--- src/rtl/debug_sequencer.sv ---
// Debug sequencer: runs or single-steps the MIPS pipeline on UART commands and,
// after every stop, streams latch snapshot, register file and data memory to UART TX.
module debug_sequencer #(
  parameter int unsigned NB_IF_ID  = 96,
  parameter int unsigned NB_ID_EX  = 160,
  parameter int unsigned NB_EX_MEM = 128,
  parameter int unsigned NB_MEM_WB = 96,
  parameter int unsigned LEN       = 32,
  parameter int unsigned CANT_REG  = 16,
  parameter int unsigned CANT_MEM  = 8
) (
  input  logic                        i_clk,
  input  logic                        i_rst,
  input  logic [7:0]                  i_rx_data,
  input  logic                        i_rx_done,
  input  logic                        i_tx_done,
  output logic [7:0]                  o_tx_data,
  output logic                        o_tx_start,
  input  logic                        i_halt,
  input  logic [NB_IF_ID-1:0]         i_if_id,
  input  logic [NB_ID_EX-1:0]         i_id_ex,
  input  logic [NB_EX_MEM-1:0]        i_ex_mem,
  input  logic [NB_MEM_WB-1:0]        i_mem_wb,
  input  logic [LEN-1:0]              i_reg_reco,
  input  logic [LEN-1:0]              i_mem_reco,
  output logic                        o_mips_clk_en,
  output logic                        o_debug_flag,
  output logic [$clog2(CANT_REG)-1:0] o_addr_reg_reco,
  output logic [$clog2(CANT_MEM)-1:0] o_addr_mem_reco,
  output logic                        o_busy
);

  localparam int unsigned NB_TOT     = NB_IF_ID + NB_ID_EX + NB_EX_MEM + NB_MEM_WB;
  localparam int unsigned LAT_BYTES  = NB_TOT / 8;
  localparam int unsigned LBW        = $clog2(LAT_BYTES + 1);
  localparam int unsigned WORD_BYTES = LEN / 8;
  localparam int unsigned WBW        = (WORD_BYTES > 1) ? $clog2(WORD_BYTES) : 1;
  localparam int unsigned ARW        = $clog2(CANT_REG);
  localparam int unsigned AMW        = $clog2(CANT_MEM);

  localparam logic [7:0] CMD_RUN  = 8'h43;  // 'C'
  localparam logic [7:0] CMD_STEP = 8'h53;  // 'S'
  localparam logic [7:0] CMD_NEXT = 8'h4E;  // 'N'
  localparam logic [7:0] CMD_QUIT = 8'h51;  // 'Q'

  typedef enum logic [3:0] {
    S_IDLE,
    S_RUN,
    S_STEP_WAIT,
    S_STEP,
    S_SNAP,
    S_LAT_SEND,
    S_LAT_WAIT,
    S_SET_ADDR,
    S_WAIT_DATA,
    S_WORD_SEND,
    S_WORD_WAIT
  } state_e;

  state_e              state_q, state_d;
  logic [NB_TOT-1:0]   shadow_q, shadow_d;
  logic [LBW-1:0]      lat_cnt_q, lat_cnt_d;
  logic [LEN-1:0]      word_q, word_d;
  logic [WBW-1:0]      wbyte_q, wbyte_d;
  logic                mem_phase_q, mem_phase_d;
  logic                from_step_q, from_step_d;
  logic [ARW-1:0]      addr_reg_q, addr_reg_d;
  logic [AMW-1:0]      addr_mem_q, addr_mem_d;
  logic [7:0]          tx_data_q, tx_data_d;
  logic                tx_start_q, tx_start_d;
  logic                clk_en_q, clk_en_d;
  logic                debug_q, debug_d;
  logic                busy_q, busy_d;

  // Next-state and registered-output logic; every output is computed for the next cycle.
  always_comb begin
    state_d     = state_q;
    shadow_d    = shadow_q;
    lat_cnt_d   = lat_cnt_q;
    word_d      = word_q;
    wbyte_d     = wbyte_q;
    mem_phase_d = mem_phase_q;
    from_step_d = from_step_q;
    addr_reg_d  = addr_reg_q;
    addr_mem_d  = addr_mem_q;
    tx_data_d   = tx_data_q;
    debug_d     = debug_q;
    tx_start_d  = 1'b0;
    clk_en_d    = 1'b0;

    case (state_q)
      S_IDLE: begin
        if (i_rx_done) begin
          if (i_rx_data == CMD_RUN) begin
            // A pipeline already halted gets no enable cycle at all.
            state_d     = S_RUN;
            from_step_d = 1'b0;
            clk_en_d    = ~i_halt;
          end else if (i_rx_data == CMD_STEP) begin
            state_d = S_STEP_WAIT;
          end
        end
      end

      S_RUN: begin
        if (i_halt) begin
          state_d = S_SNAP;
        end else begin
          clk_en_d = 1'b1;
        end
      end

      S_STEP_WAIT: begin
        if (i_rx_done) begin
          if (i_rx_data == CMD_NEXT) begin
            state_d     = S_STEP;
            clk_en_d    = 1'b1;
            from_step_d = 1'b1;
          end else if (i_rx_data == CMD_QUIT) begin
            state_d = S_IDLE;
          end
        end
      end

      S_STEP: begin
        state_d = S_SNAP;
      end

      S_SNAP: begin
        shadow_d  = {i_if_id, i_id_ex, i_ex_mem, i_mem_wb};
        lat_cnt_d = '0;
        state_d   = S_LAT_SEND;
      end

      S_LAT_SEND: begin
        tx_data_d  = shadow_q[NB_TOT-1 -: 8];
        tx_start_d = 1'b1;
        shadow_d   = shadow_q << 8;
        lat_cnt_d  = lat_cnt_q + LBW'(1);
        state_d    = S_LAT_WAIT;
      end

      S_LAT_WAIT: begin
        if (i_tx_done) begin
          if (lat_cnt_q == LBW'(LAT_BYTES)) begin
            state_d     = S_SET_ADDR;
            debug_d     = 1'b1;
            mem_phase_d = 1'b0;
          end else begin
            state_d = S_LAT_SEND;
          end
        end
      end

      S_SET_ADDR: begin
        state_d = S_WAIT_DATA;
      end

      S_WAIT_DATA: begin
        word_d  = mem_phase_q ? i_mem_reco : i_reg_reco;
        wbyte_d = '0;
        state_d = S_WORD_SEND;
      end

      S_WORD_SEND: begin
        tx_data_d  = word_q[LEN-1 -: 8];
        tx_start_d = 1'b1;
        word_d     = word_q << 8;
        state_d    = S_WORD_WAIT;
      end

      S_WORD_WAIT: begin
        if (i_tx_done) begin
          if (wbyte_q != WBW'(WORD_BYTES - 1)) begin
            wbyte_d = wbyte_q + WBW'(1);
            state_d = S_WORD_SEND;
          end else if (!mem_phase_q) begin
            // Register phase: advance address, or wrap and move to memory.
            if (addr_reg_q == ARW'(CANT_REG - 1)) begin
              addr_reg_d  = '0;
              mem_phase_d = 1'b1;
            end else begin
              addr_reg_d = addr_reg_q + ARW'(1);
            end
            state_d = S_SET_ADDR;
          end else if (addr_mem_q == AMW'(CANT_MEM - 1)) begin
            // Dump complete: release collectors and return to the caller mode.
            addr_mem_d  = '0;
            mem_phase_d = 1'b0;
            debug_d     = 1'b0;
            state_d     = (from_step_q && !i_halt) ? S_STEP_WAIT : S_IDLE;
          end else begin
            addr_mem_d = addr_mem_q + AMW'(1);
            state_d    = S_SET_ADDR;
          end
        end
      end

      default: begin
        state_d = S_IDLE;
      end
    endcase

    busy_d = (state_d != S_IDLE);
  end

  // State and output registers; reset aborts any dump in progress.
  always_ff @(posedge i_clk or posedge i_rst) begin
    if (i_rst) begin
      state_q     <= S_IDLE;
      shadow_q    <= '0;
      lat_cnt_q   <= '0;
      word_q      <= '0;
      wbyte_q     <= '0;
      mem_phase_q <= 1'b0;
      from_step_q <= 1'b0;
      addr_reg_q  <= '0;
      addr_mem_q  <= '0;
      tx_data_q   <= '0;
      tx_start_q  <= 1'b0;
      clk_en_q    <= 1'b0;
      debug_q     <= 1'b0;
      busy_q      <= 1'b0;
    end else begin
      state_q     <= state_d;
      shadow_q    <= shadow_d;
      lat_cnt_q   <= lat_cnt_d;
      word_q      <= word_d;
      wbyte_q     <= wbyte_d;
      mem_phase_q <= mem_phase_d;
      from_step_q <= from_step_d;
      addr_reg_q  <= addr_reg_d;
      addr_mem_q  <= addr_mem_d;
      tx_data_q   <= tx_data_d;
      tx_start_q  <= tx_start_d;
      clk_en_q    <= clk_en_d;
      debug_q     <= debug_d;
      busy_q      <= busy_d;
    end
  end

  assign o_tx_data       = tx_data_q;
  assign o_tx_start      = tx_start_q;
  assign o_mips_clk_en   = clk_en_q;
  assign o_debug_flag    = debug_q;
  assign o_addr_reg_reco = addr_reg_q;
  assign o_addr_mem_reco = addr_mem_q;
  assign o_busy          = busy_q;

endmodule
--- config.mk ---
export PLATFORM = sky130hd
export DESIGN_NAME = debug_sequencer
export DESIGN_NICKNAME = d
export VERILOG_FILES = /design/src/rtl/debug_sequencer.sv
export SDC_FILE = /design/constraint.sdc
export NUM_CORES = 1
export LEC_CHECK = 0
export CAP_MARGIN = 20
export CORE_AREA = 3 3 262 264
export CTS_CLUSTER_DIAMETER = 40
export CTS_CLUSTER_SIZE = 40
export DETAILED_ROUTE_END_ITERATION = 8
export DIE_AREA = 0 0 265 267
export DONT_BUFFER_PORTS = 1
export PLACE_DENSITY = 0.58
export SLEW_MARGIN = 20
export SYNTH_ARGS = -nofsm -noshare
export SYNTH_HDL_FRONTEND = slang
export SYNTH_SLANG_ARGS = --single-unit
--- constraint.sdc ---
create_clock -name i_clk -period 21.4 [get_ports i_clk]
set_input_delay 2.14 -clock i_clk [delete_from_list [all_inputs] [get_ports i_clk]]
set_output_delay 2.14 -clock i_clk [all_outputs]
set_load 0.005 [all_outputs]
# --- Word-level counts from Yosys, hierarchy flattened ---
# Index checks and enable logic that the tools add are counted.
word_totals:
  reg_bits: 545
  inputBits: 557
  output_inout_bits: 19
  word_cells: 119
op_classes:
  n_addsub: 4
  n_eq_ne: 29
  muxes: 52
  bitwise: 3
  reduce_logical: 17
op_table:
  columns: ["op", "count"]
  rows:
  - ["case mux 480 bit (2 select lines)", 1]
  - ["case mux 32 bit (2 select lines)", 1]
  - ["two-way mux 4 bit", 11]
  - ["case mux 4 bit (11 select lines)", 1]
  - ["== test 8 x 7 -> 1 bit, second input constant", 4]
  - ["two-way mux 32 bit", 1]
  - ["inequality test 2 bit, second input constant", 12]
  - ["two-way mux 1 bit", 23]
  - ["== test 4 x 3 -> 1 bit, second input constant", 4]
  - ["== test 4 bit, second input constant", 4]
  - ["case mux 8 bit (2 select lines)", 1]
  - ["case mux 6 bit (2 select lines)", 1]
  - ["nonzero test 2 bit", 6]
  - ["AND reduction 5 bit", 2]
  - ["two-way mux 3 bit", 3]
  - ["== test 4 x 2 -> 1 bit, second input constant", 2]
  - ["two-way mux 2 bit", 4]
  - ["AND reduction 4 bit", 2]
  - ["AND reduction 7 bit", 1]
  - ["adder 6 x 1 -> 6 bit, second input constant", 1]
  - ["== test 6 bit, second input constant", 1]
  - ["case mux 1 bit (2 select lines)", 3]
  - ["adder 4 x 1 -> 4 bit, second input constant", 1]
  - ["== test 4 x 1 -> 1 bit, second input constant", 1]
  - ["12 further kinds", 14]

# --- Longest topological paths before layout ---
depth:
  depth_word: 9
  depth_mapped: 8
  depth_no_buf: 6

# --- Worst setup path after synthesis ---
# Ideal clock, no wire load.
synth_timing:
  path_type: "input to register"
  start: "in i_rx_data[5]"
  end: "reg busy_q, in the netlist o_busy"
  setup_ns: 0.140
  arrival_ns: 3.147
  t_required_ns: 21.260
  path_slack_ns: 18.113
  stages: 4
  n_path_buf: 0
  path_cell_list: "nor4bb_1 -> a31oi_1 -> a221oi_1 -> nand4b_1"
synth_between:
  elab_chain_cells: 6
  word_cells_on_any_way: 12
  cone_classes: "eq/ne (4); mux (7); reduce/logical (1)"
synth_rtl:
  columns: ["item", "line_no", "text"]
  rows:
  - ["start: declaration", "14", "input logic [7:0] i_rx_data,"]
  - ["== test 8 x 7 -> 1 bit (on tied branches)", "119, 99", null]
  - ["two-way mux 4 bit (on tied branches)", "119, 99", null]
  - ["two-way mux 4 bit (on tied branches)", "115, 94", null]
  - ["two-way mux 4 bit (on tied branches)", "114, 93", null]
  - ["case mux 4 bit (11 select lines) *", "91", "case (state_q)"]
  - ["nonzero test 4 bit *", "204", "busy_d = (state_d != S_IDLE);"]
  - ["named net busy_d", "73", "logic busy_q, busy_d;"]
  - ["end signal: assignment", "238", "busy_q <= busy_d;"]
  - ["end: declaration", "73", null]
# The timed path passes the listed nets; every way through them passes the cells marked *.
# A chain may end at the register's enable or synchronous reset.

# --- Final worst setup path ---
layout_timing:
  start: "reg state_q[0]"
  end: "reg shadow_q[320]"
layout_between:
  elab_chain_cells: 2
  word_cells_on_any_way: 4
  cone_classes: "eq/ne (2); mux (1); reduce/logical (1)"
layout_rtl:
  columns: ["item", "line_no", "text"]
  rows:
  - ["start: declaration", "60", "state_e state_q, state_d;"]
  - ["start signal: assignment", "225", "state_q <= state_d;"]
  - ["== test 4 x 3 -> 1 bit", "91", null]
  - ["case mux 480 bit (2 select lines) or nonzero test 2 bit (tied branches)", null, null]
  - ["end signal: assignment", "226", "shadow_q <= shadow_d;"]
  - ["end: declaration", "61", "logic [NB_TOT-1:0] shadow_q, shadow_d;"]
# Parallel ways exist; a longest one is shown, timed or not.

==> flow_summary.yaml <==
finish:
  drive_gt1_share_pct: 8.186
  multiInputGateArea_sq_um: 10780
  seq_area_sq_um: 13650
  fin_util_pct: 44.06
  final_nets: 2973
  syn_to_final_growth_pct: 16.54
  mostFrequentLayoutCell: "nand2_1"
  final_area_sq_um: 29430
  fillers: 6252
  layout_common_cells: "nand2_1, dfrtp_1, o21ai_0"
clocking:
  cts.htree.levels: 3
  clockBufferDepth: 3
  cts_hold_buf: 0
  cts_resized: 0
  post_cts_buffers: 0
  clockRootBuffer: "clkbuf_16"
  cts_tree: "built"
  cts.clk_slew.worst_paths_ns: 0.05
  cts_sinks: 545
  clk_latency_ns: 0.62
  cts_inserted_buffers: 98
logic_synthesis:
  syn_avg_cell_area_sq_um: 10.20
  synthDistinctLibCells: 50
  ys_warn_count: 0
  yosysSeqAreaShare_pct: 54.00
  postSynthCellCount: 2476
  syn_nets: 3039
  synth-edff-count: 0
  synthFlopType: "dfrtp_1"
  synth_seq_cells: 545
  netlist_area_sq_um: 25260
  ys_async_sr_fraction_pct: 100.0
sta:
  maxSlewHeadroom_pct: 23.73
  fin_crit_ns: 4.212
  hold_violations: 0
  clock_skew_ns: 0.02931
  setup_viol: 0
  fin_ws_ns: 17.19
  fin_setup_tns_ns: 0
  slew_viol_final: 0
  fin_crit_sh_pct: 19.68
  rsz0062_at_grt: "no"
  fmax_mhz: 237.4
  tightest_slew_ns: 1.144
pwr:
  total_power_mw: 5.200
  power.leakage_nw: 13.60
  cellPowerDensity_nw_per_um2: 176.7
  vdd_drop_max_mv: 0.1366
route:
  viasPerCell: 5.128
  drt-total-wl_mm: 68.42
  dr.pass1.iters: 5
  avgRoutedWirePerCell_microns: 20.31
  drt-initial-drc-count: 989
  drc_errors: 0
  num_vias: 17280
  ant_nets: 0
setup_path:
  rrSetupSlack_ns: 17.19
  r2r_cells: 5
  critPathKind: "reg -> reg"
  r2r-end: "shadow_q[320]"
  cp-startpoint: "state_q[0]"
  worstSetupEndpoint: "shadow_q[320]"
  critPathLaunchType: "flop"
  cp-end-kind: "flop"
  arrival_ns: 4.65
  r2r_start: "state_q[0]"
  required_ns: 21.84
  crit_fanout: 65
floorplan:
  dieWidth_microns: 265
  die-area_sq_um: 70760
  rows: 95
  start_util_pct: 37.81
  core-area_sq_um: 66800
  die_h_microns: 267
  io_pins: 576
placed_design:
  dpl_cell_area_sq_um: 25740
  dp_slack_ns: 16.70
  post-dp-hpwl_mm: 48.22
  io_buffers: 0
  gp_congestion: 0.8250
job:
  maxCapViolations: 0
grt:
  grt_pass1_vias: 17480
  grt_overflow_total: 0
  grt_max_degree: 328
  grt_pass1_wl_mm: 103.2
  grt_use_total_pct: 18.65
  antenna_found_initial: 4
hold_path:
  min_from: "shadow_q[183]"
  min_path_type: "reg -> reg"
status:
  status: "complete, no violations"
==> cells by family (layout without fill, tap and decap cells) <==
| kind of cell | count (synthesis) | count (layout) | share of synthesized area [%] |
|---|---|---|---|
| simple gates | 631 | 631 | 10.09 |
| mux | 511 | 511 | 20.27 |
| fa+ha+maj | 6 | 6 | 0.2972 |
| flops | 545 | 545 | 54.00 |
| buf+inv | 198 | 214 | 3.344 |
| other cells | 0 | 4 | 0 |
| xor+xnor | 2 | 2 | 0.06937 |
| compound gates | 583 | 583 | 11.93 |
==> critical path, stage by stage, from the launching register on <==
cell	delay (ns)
dfrtp_4	1.07
buf_4	0.82
buf_4	0.92
buf_4	0.67
mux2i_1	0.29
o21ai_0	0.10
==> synthesized netlist by cell type, types with 4 or more instances <==
library cell,number,area [sq um]
a22oi_1,4,30.03
mux2_2,4,45.04
nand3_1,10,50.05
buf_1,6,22.52
clkbuf_1,104,390.4
nand2b_1,4,25.02
inv_1,12,45.04
dfrtp_1,545,13640
nor2_1,34,127.6
o21ai_0,517,2587
ha_1,6,75.07
nand2_1,546,2049
mux2i_1,507,5075
a21o_1,4,30.03
a31oi_1,6,37.54
o31ai_1,9,67.56
buf_2,75,375.4
o22ai_1,4,25.02
a21oi_1,27,135.1
==> state kept, by name, indices dropped and copies added, names as in the netlist, 2 cells and up <==
| name | flops |
|---|---|
| lat_cnt_q | 6 |
| o_addr_mem_reco | 3 |
| o_addr_reg_reco | 4 |
| o_tx_data | 8 |
| word_q | 32 |
| state_q | 4 |
| wbyte_q | 2 |
| shadow_q | 480 |
==> power breakdown <==
| part | switching (mW) | internal [mW] |
|---|---|---|
| logic | 0.976 | 0.653 |
| clock network | 0.542 | 1.14 |
| registers | 0.340 | 1.55 |
| total | 1.86 | 3.34 |
==> worst min-delay path by stage <==
stage	to	slack, ns	cells after the start
detailed placement	from_step_q	0.47	2
global placement	shadow_q[332]	0.46	2
CTS	word_q[3]	0.48	2
floorplan	from_step_q	0.44	2
finish	shadow_q[183]	0.47	2
global route	word_q[3]	0.49	2
==> cell type report <==
class,count,share of cell area [%]
Sequential cell,545,46.36
Tap cell,873,3.711
Timing Repair Buffer,20,0.7312
Clock inverter,52,2.844
Antenna cell,4,0.03401
Clock buffer,130,9.527
Multi-Input combinational cell,1733,36.61
Inverter,12,0.1785
==> through the flow <==
stage	std cells	hold slack, ns
finish	3369	0.4734
global route	3369	0.4923
CTS	3364	0.4792
detailed placement	3182	0.4681
global placement	3182	0.4604
floorplan	2476	0.4422
==> routing by layer <==
metal  track usage (%)  share of wire [%]  wire [microns]  vias up
met5                 0                  0               0        -
met4             7.704                3.2            2169        0
met3             6.167                7.6            5177      118
met2             30.62                 48           33070      485
met1             22.67                 41           28000     8172
li1                  -                  -               -     8502
Power figures use the tool's default switching activity.
